**config.mk**
```make
export PLATFORM = sky130hd
export DESIGN_NAME = bp_me_cache_dma_to_ram
export DESIGN_NICKNAME = d
export VERILOG_FILES = /design/src/rtl/bp_me_pkg.sv /design/src/rtl/bp_me_cache_dma_to_ram.sv
export SDC_FILE = /design/constraint.sdc
export NUM_CORES = 1
export LEC_CHECK = 0
export BUFFER_PORTS_ARGS = -buffer_cell sky130_fd_sc_hd__buf_2
export CAP_MARGIN = 20
export CORE_AREA = 2 2 161 163
export DETAILED_ROUTE_END_ITERATION = 16
export DIE_AREA = 0 0 163 165
export GPL_ROUTABILITY_DRIVEN = 0
export PLACE_DENSITY = 0.65
export SYNTH_ARGS = -nofsm -noshare
export SYNTH_HDL_FRONTEND = slang
export SYNTH_SLANG_ARGS = --single-unit
```
**constraint.sdc**
```tcl
create_clock -name clk_i -period 5.07 [get_ports clk_i]
set_input_delay 0.2535 -clock clk_i [delete_from_list [all_inputs] [get_ports clk_i]]
set_output_delay 0.2535 -clock clk_i [all_outputs]
set_load 0.005 [all_outputs]
```
**src/rtl/bp_me_pkg.sv**
```systemverilog
// Shared types for the DMA-to-RAM memory endpoint: configuration table, bedrock mem header
// layout and the endpoint FSM state encoding.
package bp_me_pkg;

   typedef enum logic [0:0] {
      e_bp_default_cfg = 1'b0
   } bp_params_e;

   localparam int paddr_width_gp   = 40;
   localparam int payload_width_gp = 16;

   typedef enum logic [3:0] {
      e_bedrock_mem_rd    = 4'd0,
      e_bedrock_mem_wr    = 4'd1,
      e_bedrock_mem_uc_rd = 4'd2,
      e_bedrock_mem_uc_wr = 4'd3,
      e_bedrock_mem_pre   = 4'd4,
      e_bedrock_mem_amo   = 4'd5
   } bp_bedrock_mem_type_e;

   typedef struct packed {
      logic [payload_width_gp-1:0] payload;
      logic [2:0]                  size;
      logic [paddr_width_gp-1:0]   addr;
      bp_bedrock_mem_type_e        msg_type;
   } bp_bedrock_mem_header_s;

   localparam int cce_mem_msg_header_width_gp = $bits(bp_bedrock_mem_header_s);

   typedef enum logic [1:0] {
      e_idle  = 2'd0,
      e_write = 2'd1,
      e_read  = 2'd2,
      e_resp  = 2'd3
   } bp_me_dma_ram_state_e;

   function automatic int unsigned dword_width_f(input bp_params_e cfg);
      case (cfg)
         e_bp_default_cfg: dword_width_f = 64;
         default:          dword_width_f = 64;
      endcase
   endfunction

   function automatic int unsigned block_width_f(input bp_params_e cfg);
      case (cfg)
         e_bp_default_cfg: block_width_f = 512;
         default:          block_width_f = 512;
      endcase
   endfunction

endpackage

```
**src/rtl/bp_me_cache_dma_to_ram.sv**
```systemverilog
// L2 DMA channel endpoint backed by a single-dword synchronous RAM port.
// Define BP_ME_DMA_RAM_BOUNDS_EN to suppress out-of-range accesses and raise a sticky error_o.
module bp_me_cache_dma_to_ram
   import bp_me_pkg::*;
#(
   parameter bp_params_e bp_params_p = e_bp_default_cfg,
   parameter int ram_els_p = 2**16,
   localparam int dword_width_lp = dword_width_f(bp_params_p),
   localparam int block_width_lp = block_width_f(bp_params_p),
   localparam int beats_lp = block_width_lp / dword_width_lp,
   localparam int cnt_width_lp = $clog2(beats_lp),
   localparam int ram_addr_width_lp = (ram_els_p > 1) ? $clog2(ram_els_p) : 1,
   localparam int cce_mem_msg_header_width_lp = cce_mem_msg_header_width_gp
)(
   input  logic                                   clk_i,
   input  logic                                   reset_i,
   input  logic [cce_mem_msg_header_width_lp-1:0] mem_cmd_header_i,
   input  logic                                   mem_cmd_header_v_i,
   output logic                                   mem_cmd_header_yumi_o,
   input  logic [dword_width_lp-1:0]              mem_cmd_data_i,
   input  logic                                   mem_cmd_data_v_i,
   output logic                                   mem_cmd_data_yumi_o,
   output logic [cce_mem_msg_header_width_lp-1:0] mem_resp_header_o,
   output logic                                   mem_resp_header_v_o,
   input  logic                                   mem_resp_header_ready_i,
   output logic [dword_width_lp-1:0]              mem_resp_data_o,
   output logic                                   mem_resp_data_v_o,
   input  logic                                   mem_resp_data_ready_i,
   output logic                                   ram_v_o,
   output logic                                   ram_w_o,
   output logic [ram_addr_width_lp-1:0]           ram_addr_o,
   output logic [dword_width_lp-1:0]              ram_data_o,
   input  logic                                   ram_ready_i,
   input  logic [dword_width_lp-1:0]              ram_data_i,
   output logic                                   error_o
);

   localparam int byte_off_lp  = $clog2(dword_width_lp / 8);
   localparam int blk_width_lp = ram_addr_width_lp - cnt_width_lp;

   bp_me_dma_ram_state_e    r_state, w_state_next;
   bp_bedrock_mem_header_s  w_cmd_hdr, r_hdr;
   logic [blk_width_lp-1:0] r_base_blk;
   logic [cnt_width_lp-1:0] r_cnt, r_out_cnt;
   logic                    r_issue_done, r_hdr_sent, r_rd_pending, r_oob;
   logic [1:0]              r_fifo_cnt;
   logic                    r_wptr, r_rptr;
   logic [dword_width_lp-1:0] r_fifo_mem [2];
   logic w_oob, w_issue, w_issue_acc, w_resp_hdr_hs, w_resp_data_hs;
   logic w_last_cnt, w_last_out, w_fifo_push, w_fifo_pop;

   assign w_cmd_hdr = mem_cmd_header_i;

`ifdef BP_ME_DMA_RAM_BOUNDS_EN
   logic r_error;
   assign w_oob = |w_cmd_hdr.addr[paddr_width_gp-1:byte_off_lp+ram_addr_width_lp];

   always_ff @(posedge clk_i) begin
      if (reset_i)
         r_error <= 1'b0;
      else if (mem_cmd_header_yumi_o && w_oob)
         r_error <= 1'b1;
   end
   assign error_o = r_error;
`else
   assign w_oob   = 1'b0;
   assign error_o = 1'b0;
`endif

   assign w_resp_hdr_hs  = mem_resp_header_v_o & mem_resp_header_ready_i;
   assign w_resp_data_hs = mem_resp_data_v_o & mem_resp_data_ready_i;
   assign w_last_cnt     = (r_cnt == cnt_width_lp'(beats_lp - 1));
   assign w_last_out     = (r_out_cnt == cnt_width_lp'(beats_lp - 1));
   assign w_fifo_push    = r_rd_pending;
   assign w_fifo_pop     = w_resp_data_hs;

   // Block base is fixed; only the in-block counter varies, so no carry leaves the block.
   assign ram_addr_o        = {r_base_blk, r_cnt};
   assign ram_data_o        = mem_cmd_data_i;
   assign mem_resp_header_o = r_hdr;
   assign mem_resp_data_o   = r_fifo_mem[r_rptr];

   always_ff @(posedge clk_i) begin
      if (reset_i)
         r_state <= e_idle;
      else
         r_state <= w_state_next;
   end

   always_comb begin
      w_state_next = r_state;
      case (r_state)
         e_idle:  if (mem_cmd_header_v_i)
                     w_state_next = (w_cmd_hdr.msg_type == e_bedrock_mem_wr) ? e_write : e_read;
         e_write: if (mem_cmd_data_yumi_o && w_last_cnt) w_state_next = e_resp;
         e_read:  if (w_resp_data_hs && w_last_out) w_state_next = e_idle;
         e_resp:  if (w_resp_hdr_hs) w_state_next = e_idle;
         default: w_state_next = e_idle;
      endcase
   end

   always_comb begin
      mem_cmd_header_yumi_o = 1'b0;
      mem_cmd_data_yumi_o   = 1'b0;
      mem_resp_header_v_o   = 1'b0;
      mem_resp_data_v_o     = 1'b0;
      ram_v_o               = 1'b0;
      ram_w_o               = 1'b0;
      w_issue               = 1'b0;
      w_issue_acc           = 1'b0;
      case (r_state)
         e_idle: mem_cmd_header_yumi_o = mem_cmd_header_v_i;
         e_write: begin
            ram_w_o             = 1'b1;
            ram_v_o             = mem_cmd_data_v_i & ~r_oob;
            mem_cmd_data_yumi_o = mem_cmd_data_v_i & (ram_ready_i | r_oob);
         end
         e_read: begin
            // Held beats plus the read in flight never exceed the two buffer slots.
            w_issue = ~r_issue_done & (({1'b0, r_fifo_cnt} + {2'b00, r_rd_pending}) < 3'd2);
            ram_v_o             = w_issue & ~r_oob;
            w_issue_acc         = w_issue & (ram_ready_i | r_oob);
            mem_resp_header_v_o = ~r_hdr_sent;
            mem_resp_data_v_o   = r_hdr_sent & (r_fifo_cnt != 2'd0);
         end
         e_resp: mem_resp_header_v_o = 1'b1;
         default: ;
      endcase
   end

   always_ff @(posedge clk_i) begin
      if (reset_i) begin
         r_hdr        <= '0;
         r_base_blk   <= '0;
         r_oob        <= 1'b0;
         r_cnt        <= '0;
         r_out_cnt    <= '0;
         r_issue_done <= 1'b0;
         r_hdr_sent   <= 1'b0;
         r_rd_pending <= 1'b0;
         r_fifo_cnt   <= 2'd0;
         r_wptr       <= 1'b0;
         r_rptr       <= 1'b0;
      end else begin
         if (mem_cmd_header_yumi_o) begin
            r_hdr        <= w_cmd_hdr;
            r_base_blk   <= w_cmd_hdr.addr[byte_off_lp+cnt_width_lp +: blk_width_lp];
            r_oob        <= w_oob;
            r_cnt        <= '0;
            r_out_cnt    <= '0;
            r_issue_done <= 1'b0;
            r_hdr_sent   <= 1'b0;
         end
         if (mem_cmd_data_yumi_o || w_issue_acc)
            r_cnt <= r_cnt + cnt_width_lp'(1);
         if (w_issue_acc && w_last_cnt)
            r_issue_done <= 1'b1;
         if (w_resp_hdr_hs && (r_state == e_read))
            r_hdr_sent <= 1'b1;
         if (w_fifo_pop) begin
            r_out_cnt <= r_out_cnt + cnt_width_lp'(1);
            r_rptr    <= ~r_rptr;
         end
         if (w_fifo_push)
            r_wptr <= ~r_wptr;
         r_rd_pending <= w_issue_acc;
         r_fifo_cnt   <= r_fifo_cnt + {1'b0, w_fifo_push} - {1'b0, w_fifo_pop};
      end
   end

   // Suppressed out-of-range reads still flow through the buffer, carrying zeros.
   always_ff @(posedge clk_i) begin
      if (w_fifo_push)
         r_fifo_mem[r_wptr] <= r_oob ? '0 : ram_data_i;
   end

endmodule

```
**After elaboration in Yosys (flattened, before gate mapping)**

Memory sizes are Yosys's and may differ from the RTL's. A register that Yosys moved wholly into a read port is not among the register bits.
Cells that the tools add are included.

- Register bits: 91
- Memory bits (writable): 128
- Bits of input ports: 198
- Output and inout port bits: 214
- Logic and storage cells: 76
- Memories: 1

- Add/sub/neg operators: 5
- Magnitude comparators: 1
- Equality and inequality tests: 10
- Multiplexer cells: 23
- Bitwise gates (word level): 10
- Reduce and logical (&&, ||, !) cells: 12

Memories:

| name | depth | bits a word | rd ports | clocked after memory_dff | wr ports | RTL line | source |
|---|---|---|---|---|---|---|---|
| r_fifo_mem | 2 | 64 | 1 | 1 | 1 | bp_me_cache_dma_to_ram.sv:48 | `logic [dword_width_lp-1:0] r_fifo_mem [2];` |

Operators with widths:

| cell | count |
|---|---|
| $mux 1 | 12 |
| $mux 2 | 5 |
| $reduce_bool 2->1 | 5 |
| $mux 3 | 3 |
| $ne 2x2->1 const B | 4 |
| $pmux 2 s4 | 1 |
| $add 3x1->3 const B | 2 |
| $and 1x1->1 | 6 |
| $eq 3x3->1 const B | 2 |
| $eq 2x2->1 const B | 2 |
| $eq 4x1->1 const B | 1 |
| $logic_and 1x1->1 | 4 |
| $not 1->1 | 4 |
| $pmux 1 s2 | 2 |
| $reduce_and 4->1 | 1 |
| $add 2x1->3 | 1 |
| $lt 3x2->1 const B | 1 |
| $add 2x1->2 | 1 |
| $eq 2x1->1 const B | 1 |
| $logic_not 2->1 | 1 |
| $sub 2x1->2 | 1 |
| $logic_or 1x1->1 | 1 |

**Logic depth before layout (Yosys ltp)**

- Depth in word-level cells: 7
- Mapped depth: 10
- Mapped depth without buffers: 10

**Least setup slack after synthesis**

No wires, ideal clock.

- Path kind: register to register
- From: register r_rd_pending
- To: memory r_fifo_mem[0][0] in the netlist's numbering, enable pin
- Library setup time: 0.494 ns
- Arrival: 3.260 ns
- Required time: 4.576 ns
- Slack: 1.316 ns
- Stages on the path, launching flop included: 2
- Path buffers: 0
- Clock period less this slack: 3.754 ns
- Path through: dfxtp_1 > nor2b_1

- Word-level cells in the longest chain between the ends: 2

Ends and longest elaborated chain:

| item | RTL line | source |
|---|---|---|
| start, declared | bp_me_cache_dma_to_ram.sv:45 | `logic r_issue_done, r_hdr_sent, r_rd_pending, r_oob;` |
| start signal, assigned | bp_me_cache_dma_to_ram.sv:166 | `r_rd_pending <= w_issue_acc;` |
| $mux 1 | bp_me_cache_dma_to_ram.sv:173 | `if (w_fifo_push)` |
| $mux 1 | bp_me_cache_dma_to_ram.sv:174 | `r_fifo_mem[r_wptr] <= r_oob ? '0 : ram_data_i;` |
| end, declared | bp_me_cache_dma_to_ram.sv:48 |  |

No other way between the ends.

**Final worst setup path**

- From: register r_state[1]
- To: output mem_cmd_header_yumi_o

- Word-level cells in the longest chain between the ends: 2

Ends and longest elaborated chain:

| item | RTL line | source |
|---|---|---|
| start, declared | bp_me_cache_dma_to_ram.sv:41 | `bp_me_dma_ram_state_e r_state, w_state_next;` |
| start signal, assigned | bp_me_cache_dma_to_ram.sv:85 | `r_state <= e_idle;` |
| start signal, assigned | bp_me_cache_dma_to_ram.sv:87 | `r_state <= w_state_next;` |
| $logic_not 2->1 | bp_me_cache_dma_to_ram.sv:111 | `case (r_state)` |
| $mux 1 | bp_me_cache_dma_to_ram.sv:111 |  |
| end, declared | bp_me_cache_dma_to_ram.sv:19 | `output logic mem_cmd_header_yumi_o,` |

No other way between the ends.

==> out/metrics.yaml <==
run_status:
  outcome: "complete, no violations"
layout:
  finalInstanceArea_sq_um: 11330
  drive_gt1_share_pct: 34.33
  fin_nets: 1191
  syn_to_final_growth_pct: 37.24
  fillCellCount: 2198
  diodes: 0
floorplan:
  rows: 58
  start_util_pct: 32.99
  io_pins: 412
  dieArea_sq_um: 26900
  fp.dieW_microns: 163
  die_y_microns: 165
  core_sq_um: 25040
worst_setup_path:
  cp-end-kind: "output pin"
  worstSetupPathType: "register to output pin"
  cpMaxStageDelayCell: "buf_4"
  critical_path.max_fanout: 65
  path_cells: "inv_1 -> ha_1 -> nand2_2 -> inv_2 -> buf_4 -> buf_2"
  max_stage_delay_ns: 0.51
  worst_setup_path_start_kind: "register"
  critical_path_arrival_ns: 2.16
  critical_path_required_ns: 4.82
timing:
  setup_viol: 0
  drv_slew: 0
  tns_ns: 0
  timing.fmax_mhz: 414.2
  rsz0062_at_grt: "false"
  post-route-min-period_ns: 2.415
  fin_crit_sh_pct: 47.62
  fin_skew_ns: 0.01011
  finalHoldViolCount: 0
  maxSlewHeadroom_pct: 33.06
  tightest_slew_ns: 1.004
grt:
  grt_max_degree: 78
  grt_pass1_wl_mm: 30.61
  antenna_found_initial: 0
  grt_usage_pct: 14.40
  grt_pass1_vias: 5948
  grt-ovfl-total: 0
synth:
  synth-edff-count: 128
  async_reset_ff_share_pct: 0
  avgSynthCellArea_sq_um: 12.61
  syn_area_sq_um: 8259
  syn_nets: 864
  synth_top_area_share_pct: 46.54
  seq_area_frac_synth_pct: 65.69
  ys_ff_latch: 207
  syn_inst: 655
  synth_top_cells_by_area: "edfxtp_1 47%, dfxtp_1 19%, mux2_1 8.2%"
  yosys.cell_types.count: 40
  synth_flop_cell: "edfxtp_1"
  yosysWarnings: 0
  yosysTopAreaCell: "edfxtp_1"
placed_design:
  placed_cell_area_sq_um: 9424
  post-dp-hpwl_mm: 13.39
  port_buffers: 282
clocking:
  numClockSinks: 207
  clk-insertion-delay-late_ns: 0.51
  numCtsBuffers: 23
  cts.clk_slew.worst_paths_ns: 0.06
  cts-root-buf: "clkbuf_16"
  cts_tree: "yes"
  clock_path_buffers: 3
  htree_levels: 1
routing:
  ant_nets: 0
  wl_per_cell_microns: 15.75
  vias: 5988
  drc_errors: 0
  vias_per_cell: 4.506
  wl_mm: 20.93
  drt_pass1_iterations: 5
  drtIter0Drc: 291
power:
  vdd_ir_drop_max_mv: 0.3274
  p_per_area_nw_per_um2: 363.7
  p_leak_nw: 4.687
job:
  max-cap-violations: 0
worst_hold_path:
  holdCritPathClass: "input pin to register"
cells by family after synthesis:
family,Yosys count,share of synthesized area [%]
muxes,66,9.029
AOI/OAI and AO/OA,82,5.590
adders and majority gates,11,1.666
buffers and inverters,119,9.392
and+or+nand+nor,165,8.166
xor gates and xnor gates,4,0.4241
DFF,207,65.69
other,1,0.04540
worst paths after layout:
| kind | startpoint | end | slack [ns] | cells past startpoint |
|---|---|---|---|---|
| hold / removal | mem_cmd_header_i[3] | mem_resp_header_o[3]$_SDFFE_PP0P_ | 0.02 | 3 |
| hold reg to reg | mem_resp_header_o[59]$_SDFFE_PP0P_ | mem_resp_header_o[59]$_SDFFE_PP0P_ | 0.45 | 2 |
| setup reg to reg | r_state[0]$_SDFFE_PP0P_ | mem_resp_header_o[58]$_SDFFE_PP0P_ | 2.70 | 7 |
| setup / recovery | r_state[1]$_SDFFE_PP0P_ | mem_cmd_header_yumi_o | 2.66 | 6 |
repair_timing:
item | 4_1_cts | 5_1_grt
hold buffers | 121 | 0
resized for setup | 0 | 0
buffers inserted | 0 | 0
endpoints found under the hold margin | 184 | 0
synthesized netlist by cell type, drive strengths merged, types with 2 or more instances:
master and number:
ha 11, o211ai 2, nand2b 3, dfxtp 79, xnor2 4, nand3 6, inv 11, a21oi 73
buf 96, nand2 135, mux2 65, clkbuf 12, nor2b 3, edfxtp 128, nor2 10
registers in the layout, indices dropped and copies added (netlist names), named ones only:
signal,cells
r_out_cnt,3
r_wptr,1
r_fifo_mem,128
r_cnt,3
mem_resp_header_o,63
r_state,2
r_issue_done,1
r_hdr_sent,1
r_rd_pending,1
r_fifo_cnt,2
r_rptr,1
layout make-up:
type / count / area [sq um] / area share, %
repair buffers: 410 / 2688 / 23.71
multi-input cells: 329 / 2067 / 18.24
clock inverters: 10 / 60.06 / 0.5299
well taps: 330 / 412.9 / 3.643
flip-flops and latches: 207 / 5426 / 47.88
clock buffers: 32 / 639.4 / 5.641
inverters: 11 / 41.29 / 0.3643
placed cells by master (no fill, tap or decap), types with 2 or more instances in the layout:
| master | synthesis | final |
|---|---|---|
| buf_2 | 11 | 282 |
| nand2_1 | 133 | 133 |
| edfxtp_1 | 128 | 128 |
| dlygate4sd3_1 | 0 | 121 |
| dfxtp_1 | 79 | 78 |
| a21oi_1 | 72 | 72 |
| mux2_1 | 60 | 60 |
| clkbuf_16 | 0 | 23 |
| ha_1 | 11 | 11 |
| nor2_1 | 10 | 10 |
| inv_1 | 9 | 9 |
| nand3_1 | 6 | 6 |
| clkinv_2 | 0 | 6 |
| clkbuf_1 | 12 | 6 |
| buf_4 | 84 | 6 |
| mux2_2 | 4 | 4 |
| xnor2_1 | 4 | 4 |
| nand2b_1 | 3 | 3 |
| clkbuf_8 | 0 | 3 |
| nand2_2 | 2 | 2 |
| inv_2 | 2 | 2 |
| nor2b_1 | 3 | 2 |
| inv_6 | 0 | 2 |
per-stage QoR:
stage | std cells | hold slack (ns) | util [%] | total power, mW | setup slack [ns]
floorplan | 655 | 0.3524 | - | 2.370 | 1.316
global placement | 1165 | 0.4385 | 37.56 | 2.545 | 2.759
detailed placement | 1166 | 0.4429 | 37.64 | 2.559 | 2.895
CTS | 1329 | 0.0008166 | 45.27 | 4.172 | 2.639
global route | 1329 | 0.01819 | 45.27 | 4.321 | 2.528
finish | 1329 | 0.01754 | 45.27 | 4.123 | 2.655
worst max-delay path: cells and delay by family (launching register included):
kind                       cells  cell delay [ns]
adders and majority gates      1             0.27
and+or+nand+nor                1             0.09
buffers and inverters          4             0.90
DFF                            1             0.34
metal layers:
metal | GRT usage, % | vias up | part of all wire [%]
met5 | 0 | - | 0
met4 | 4.143 | 0 | 1.9
met3 | 8.237 | 33 | 14
met2 | 23.19 | 355 | 45
met1 | 16.31 | 2764 | 39
li1 | - | 2836 | -
power breakdown:
group / internal (mW) / switching (mW) / total (mW)
clock network: 0.883 / 0.637 / 1.52
registers: 1.91 / 0.0568 / 1.97
logic: 0.293 / 0.344 / 0.637
total: 3.08 / 1.04 / 4.12
(Power assumes the default switching activity.)
